<file path="src/rtl/sobel_pkg.sv">
// Shared definitions for the Sobel 3x3 window feed controller.
// Revision: 1.0
`default_nettype none

package sobel_pkg;

  typedef enum logic [1:0] {
    ST_IDLE   = 2'd0,
    ST_FILL0  = 2'd1,
    ST_FILL1  = 2'd2,
    ST_STREAM = 2'd3
  } state_t;

  localparam int DEFAULT_COLS    = 100;
  localparam int DEFAULT_ROWS    = 100;
  localparam int DEFAULT_TIMEOUT = 5_000_000;

endpackage

`default_nettype wire

</file>
<file path="src/rtl/sobel_idle_timer.sv">
// Idle watchdog: counts enabled cycles since the last clear, pulses expire at TIMEOUT-1.
// Revision: 1.0
`default_nettype none

module sobel_idle_timer
  import sobel_pkg::*;
#(
  parameter int TIMEOUT = DEFAULT_TIMEOUT
) (
  input  logic sclk,
  input  logic rst,
  input  logic clear,
  input  logic enable,
  output logic expire
);

  localparam int TW = (TIMEOUT > 2) ? $clog2(TIMEOUT) : 1;
  localparam logic [TW-1:0] CNT_LAST = TW'(TIMEOUT - 1);

  logic [TW-1:0] cnt;

  // Expire ignores clear so that a byte arriving on the abort cycle cannot rescue the frame.
  assign expire = enable && (cnt == CNT_LAST);

  always_ff @(posedge sclk or posedge rst) begin
    if (rst) begin
      cnt <= '0;
    end else if (clear || !enable || expire) begin
      cnt <= '0;
    end else begin
      cnt <= cnt + TW'(1);
    end
  end

endmodule

`default_nettype wire

</file>
<file path="src/rtl/sobel_feed_ctrl.sv">
// Feeds a 3-row pixel column to a Sobel core from a byte stream using two line FIFOs.
// Revision: 1.0
`default_nettype none

module sobel_feed_ctrl
  import sobel_pkg::*;
#(
  parameter int COLS    = DEFAULT_COLS,
  parameter int ROWS    = DEFAULT_ROWS,
  parameter int TIMEOUT = DEFAULT_TIMEOUT
) (
  input  logic       sclk,
  input  logic       rst,
  input  logic       pi_flag,
  input  logic [7:0] pi_data,
  output logic       fifo1_wr_en,
  output logic [7:0] fifo1_wr_data,
  output logic       fifo2_wr_en,
  output logic [7:0] fifo2_wr_data,
  output logic       fifo_rd_en,
  input  logic [7:0] fifo1_q,
  input  logic [7:0] fifo2_q,
  output logic       fifo_clr,
  output logic       po_col_flag,
  output logic [7:0] po_top,
  output logic [7:0] po_mid,
  output logic [7:0] po_bot,
  output logic       frame_done,
  output logic       ovf_err,
  output logic       abort_err
);

  localparam logic [9:0] COL_LAST = 10'(COLS - 1);
  localparam logic [9:0] ROW_LAST = 10'(ROWS - 1);

  state_t     state;
  logic [9:0] col;
  logic [9:0] row;
  logic [1:0] gap;
  logic [7:0] byte_r;
  logic       f1_fill;
  logic       f2_fill;
  logic       rd_en_r;
  logic       wb1;
  logic       wb2;
  logic       done1;
  logic       done2;
  logic       s2;
  logic       clr_r;
  logic       ovf_r;
  logic       abort_r;
  logic [7:0] top_h;
  logic [7:0] mid_h;
  logic [7:0] bot_h;
  logic       expire;
  logic       accept;

  sobel_idle_timer #(
    .TIMEOUT(TIMEOUT)
  ) u_timer (
    .sclk  (sclk),
    .rst   (rst),
    .clear (pi_flag),
    .enable(state != ST_IDLE),
    .expire(expire)
  );

  assign accept = pi_flag && (gap == 2'd0) && !expire;

  // FIFO q only becomes valid in the stage-2 cycle, so the column and write-back
  // data are steered straight from q then and held in registers afterwards.
  assign fifo1_wr_en   = f1_fill | (s2 & wb2);
  assign fifo1_wr_data = s2 ? fifo2_q : byte_r;
  assign fifo2_wr_en   = f2_fill | (s2 & wb2);
  assign fifo2_wr_data = byte_r;
  assign fifo_rd_en    = rd_en_r;
  assign fifo_clr      = clr_r;
  assign po_col_flag   = s2;
  assign po_top        = s2 ? fifo1_q : top_h;
  assign po_mid        = s2 ? fifo2_q : mid_h;
  assign po_bot        = s2 ? byte_r  : bot_h;
  assign frame_done    = done2;
  assign ovf_err       = ovf_r;
  assign abort_err     = abort_r;

  always_ff @(posedge sclk or posedge rst) begin
    if (rst) begin
      state   <= ST_IDLE;
      col     <= '0;
      row     <= '0;
      gap     <= '0;
      byte_r  <= '0;
      f1_fill <= 1'b0;
      f2_fill <= 1'b0;
      rd_en_r <= 1'b0;
      wb1     <= 1'b0;
      wb2     <= 1'b0;
      done1   <= 1'b0;
      done2   <= 1'b0;
      s2      <= 1'b0;
      clr_r   <= 1'b0;
      ovf_r   <= 1'b0;
      abort_r <= 1'b0;
      top_h   <= '0;
      mid_h   <= '0;
      bot_h   <= '0;
    end else begin
      f1_fill <= 1'b0;
      f2_fill <= 1'b0;
      rd_en_r <= 1'b0;
      clr_r   <= 1'b0;
      done1   <= 1'b0;
      s2      <= rd_en_r;
      wb2     <= wb1;
      done2   <= done1;
      if (gap != 2'd0) gap <= gap - 2'd1;
      if (s2) begin
        top_h <= fifo1_q;
        mid_h <= fifo2_q;
        bot_h <= byte_r;
      end

      if (expire) begin
        clr_r   <= 1'b1;
        abort_r <= 1'b1;
        state   <= ST_IDLE;
        col     <= '0;
        row     <= '0;
        gap     <= '0;
      end else if (accept) begin
        byte_r <= pi_data;
        gap    <= 2'd2;
        case (state)
          ST_IDLE, ST_FILL0: f1_fill <= 1'b1;
          ST_FILL1:          f2_fill <= 1'b1;
          default: begin
            rd_en_r <= 1'b1;
            // The final row is never needed again, so it is not written back.
            wb1     <= (row != ROW_LAST);
            done1   <= (row == ROW_LAST) && (col == COL_LAST);
          end
        endcase

        if (col == COL_LAST) begin
          col <= '0;
          case (state)
            ST_IDLE, ST_FILL0: begin
              state <= ST_FILL1;
              row   <= 10'd1;
            end
            ST_FILL1: begin
              state <= ST_STREAM;
              row   <= 10'd2;
            end
            default: begin
              if (row == ROW_LAST) begin
                state <= ST_IDLE;
                row   <= '0;
              end else begin
                row <= row + 10'd1;
              end
            end
          endcase
        end else begin
          col <= col + 10'd1;
          if (state == ST_IDLE) state <= ST_FILL0;
        end
      end else if (pi_flag && (gap != 2'd0)) begin
        ovf_r <= 1'b1;
      end
    end
  end

endmodule

`default_nettype wire

</file>
<file path="config.mk">
export PLATFORM = sky130hd
export DESIGN_NAME = sobel_feed_ctrl
export DESIGN_NICKNAME = d
export VERILOG_FILES = /design/src/rtl/sobel_pkg.sv /design/src/rtl/sobel_idle_timer.sv /design/src/rtl/sobel_feed_ctrl.sv
export SDC_FILE = /design/constraint.sdc
export NUM_CORES = 1
export LEC_CHECK = 0
export CAP_MARGIN = 20
export CORE_ASPECT_RATIO = 1.2
export CORE_MARGIN = 1
export CORE_UTILIZATION = 35
export CTS_BUF_LIST = sky130_fd_sc_hd__clkbuf_2 sky130_fd_sc_hd__clkbuf_4 sky130_fd_sc_hd__clkbuf_8
export DETAILED_ROUTE_END_ITERATION = 8
export DONT_BUFFER_PORTS = 1
export GPL_TIMING_DRIVEN = 0
export SYNTH_ARGS = -nofsm -noshare
export SYNTH_HDL_FRONTEND = slang
export SYNTH_HIERARCHICAL = 1
export SYNTH_SLANG_ARGS = --single-unit
</file>
<file path="constraint.sdc">
create_clock -name sclk -period 2.85 [get_ports sclk]
set_clock_uncertainty 0.05 [all_clocks]
set_input_delay 0.4275 -clock sclk [delete_from_list [all_inputs] [get_ports sclk]]
set_output_delay 0.4275 -clock sclk [all_outputs]
set_load 0.03 [all_outputs]
</file>
==> flow_summary.toml <==
[floorplanning]
fp.dieArea_um2 = 12800
die_width_um = 103
placeableCoreArea_um2 = 12100
boundaryPins = 75
num_rows = 44
die_y_um = 124
start_util_pct = 35.8

[final_layout]
layout.nets = 476
num-fill-cells = 1184
design_area_um2 = 4750
area_growth_pct = 10.0
post_route_cells_drive_above_1_share_pct = 12.7
diodes = 0
postLayoutCoreUtil_pct = 39.4

[timing]
totalNegativeSetupSlack_ps = 0
finalSetupViolCount = 0
fin_crit_sh_pct = 95.0
fmaxAchievable_ghz = 0.369
holdWs_ps = 9.78
timing.max_slew.rel_slack_pct = 27.3
period_needed_ps = 2710
timing_max_transition_violations_final = 0
timing_worst_slew_pin_value_ps = 1080
final_hold_viol_count = 0

[synth]
synth.avg_cell_area_um2 = 10.0
postSynthRegisterBits = 90
postSynthCellCount = 432
synth.cell_area_um2 = 4320
synth_top_cell_by_area = "sky130_fd_sc_hd__dfrtp_1"
yosys.cell_count.top_type = "sky130_fd_sc_hd__dfrtp_1"
ffs_w_async_s_r_synth_pct = 100
yosysSeqAreaShare_pct = 52.1
dominant_cells_by_area_after_synthesis = "sky130_fd_sc_hd__dfrtp_1, sky130_fd_sc_hd__mux2_2, sky130_fd_sc_hd__nand2_1"
yosysTopAreaCellShare_pct = 52.1
synth.yosys.warnings = 6
ys_top_cells_by_count = "sky130_fd_sc_hd__dfrtp_1, sky130_fd_sc_hd__nand2_1, sky130_fd_sc_hd__nor2_1"
yosys_most_used_dff = "sky130_fd_sc_hd__dfrtp_1"
yosysUniqueCellTypes = 53
postSynthNetCount = 463
synth_edf_count = 0

[grt]
grt_max_degree = 35
first_global_vias = 3231
antenna_found_initial = 0
groute.usage.overall_pct = 15.5
grt_first_pass_wirelength_mm = 15.2
grt-ovfl-total = 0

[clock_tree]
cts.root.buffer_cell = "sky130_fd_sc_hd__clkbuf_8"
cts.sink_count = 90
cts-root-to-sink-buffers = 2
ctsHoldBuffers = 0
numCtsBuffers = 9
clock_slew_at_the_register_clock_pins_of_the_worst_setup_and_hold_paths_ps = 80
tritoncts = "done"
insertion_delay_ps = 370
cts_h_tree_depth = 3

[power]
combinational_share_of_power_pct = 17.4
p_per_area_nw_per_um2 = 621
sequential_share_of_power_pct = 53.6
p_switching_mw = 1.03
vdd.ir_drop.worst_mv = 0.277
power.switching_fraction_pct = 34.8
clock_power_share_pct = 29.0
internal_power_mw = 1.92
p_leak_nw = 2.12

[min_path]
hold_class = "in -> async"

[drt]
violation_count_after_the_first_detailed_route_iteration = 169
finalWirelength_mm = 9.26
routed-via-count = 3221
route.detailed.drc = 0
viasPerCell = 5.28
detail-route-antenna-nets = 0
number_of_iterations_in_the_first_detailed_routing_pass = 4
avgRoutedWirePerCell_um = 15.2

[placement]
io_buffers = 0
dpl.hpwl_mm = 6.81
gp_congestion = 0.850
placedInstanceArea_um2 = 4540

[critical_path]
start_kind = "register"
crit_path_max_fanout = 10
worstPathArrival_ps = 2230
crit_path_end_kind = "output port"
timing.setup.critical_path_class = "reg -> out"
critical_path_required_ps = 2370

[flow_run]
max_cap_violations = 0

[outcome]
run_status = "finished, final reports clean"
-- metal layers --
| layer | global-route usage (%) | routed length, um | part of all wire (%) | vias up |
|---|---|---|---|---|
| li1 | - | - | - | 1554 |
| met3 | 4.32 | 509 | 5.5 | 9 |
| met4 | 5.99 | 142 | 1.5 | 0 |
| met5 | 0 | 0 | 0 | - |
| met2 | 27.1 | 4600 | 50 | 70 |
| met1 | 17.9 | 4010 | 43 | 1588 |
-- worst max-delay path: stages (launching register included) --
cell and delay (ps):
sky130_fd_sc_hd__dfrtp_1 500, sky130_fd_sc_hd__clkbuf_1 220, sky130_fd_sc_hd__clkbuf_1 250, sky130_fd_sc_hd__o21ai_0 900
-- logic make-up after synthesis --
family / Yosys count / synth area share, %
and+or+nand+nor: 182 / 22.9
AOI/OAI and AO/OA: 80 / 11.3
xor gates and xnor gates: 16 / 3.24
adders and majority gates: 4 / 1.16
DFF: 90 / 52.1
muxes: 16 / 4.17
buffers and inverters: 44 / 5.15
-- cells in the final DEF, fill, tap and decap left out, types with 10 or more instances in the layout --
cell type / n
sky130_fd_sc_hd__a21oi_1: 18
sky130_fd_sc_hd__dfrtp_1: 89
sky130_fd_sc_hd__inv_1: 26
sky130_fd_sc_hd__mux2_2: 16
sky130_fd_sc_hd__nand2_1: 46
sky130_fd_sc_hd__nand3_1: 21
sky130_fd_sc_hd__nand4_1: 12
sky130_fd_sc_hd__nor2_1: 33
sky130_fd_sc_hd__o21ai_0: 27
sky130_fd_sc_hd__o31ai_1: 10
sky130_fd_sc_hd__xor2_1: 14
-- metrics by stage --
| step | instances | power, mW | setup WS (ps) |
|---|---|---|---|
| finish | 610 | 2.95 | 143 |
| global route | 610 | 3.13 | -12.9 |
| CTS | 609 | 3.01 | 1.85 |
| detailed placement | 594 | 2.13 | -123 |
| global placement | 593 | 2.10 | -66.3 |
| floorplan | 432 | 2.00 | 689 |
-- final cells by class --
| type | instances | area (um^2) | area share [%] |
|---|---|---|---|
| clock buffer | 9 | 124 | 2.61 |
| inverter | 27 | 101 | 2.13 |
| sequential | 90 | 2250 | 47.4 |
| tap | 161 | 201 | 4.24 |
| multi-input combinational | 298 | 1850 | 39.0 |
| clock inverter | 6 | 67.6 | 1.42 |
| buffer | 16 | 118 | 2.47 |
| timing repair buffer | 3 | 35.0 | 0.737 |
-- registers in the layout, indices dropped and copies added, names as in the netlist, 2 cells and up --
signal         cells
u_timer/cnt       23
col               10
row               10
bot_h              8
fifo2_wr_data      8
mid_h              8
top_h              8
gap                2
state              2
-- what timing repair did --
action                     CTS  global route
gates resized for setup      2             3
hold endpoints to repair     0             0
pin swaps                    0             1
setup buffers                0             2
setup endpoints to repair    8            10
-- power groups by stage --
stage	combinational (mW)	clock, mW	sequential [mW]
2_1_floorplan	0.421	0	1.58
5_1_grt	0.574	0.956	1.60
6_report	0.513	0.857	1.58
3_5_place_dp	0.518	0	1.61
4_1_cts	0.521	0.904	1.58
3_3_place_gp	0.496	0	1.60
-- worst paths after layout --
kind,startpoint,end,slack (ps),depth (start not counted)
setup / recovery,po_col_flag,po_mid[2],140,3
hold / removal,rst,gap[1],10,1
setup reg to reg,u_timer/cnt[0],fifo2_wr_data[2],260,9
hold reg to reg,done1,frame_done,320,0
max in group asynchronous,rst,state[1],2110,2
min in group sclk,pi_data[1],fifo2_wr_data[1],130,2
Note: power is estimated with default switching activity, not from simulation.
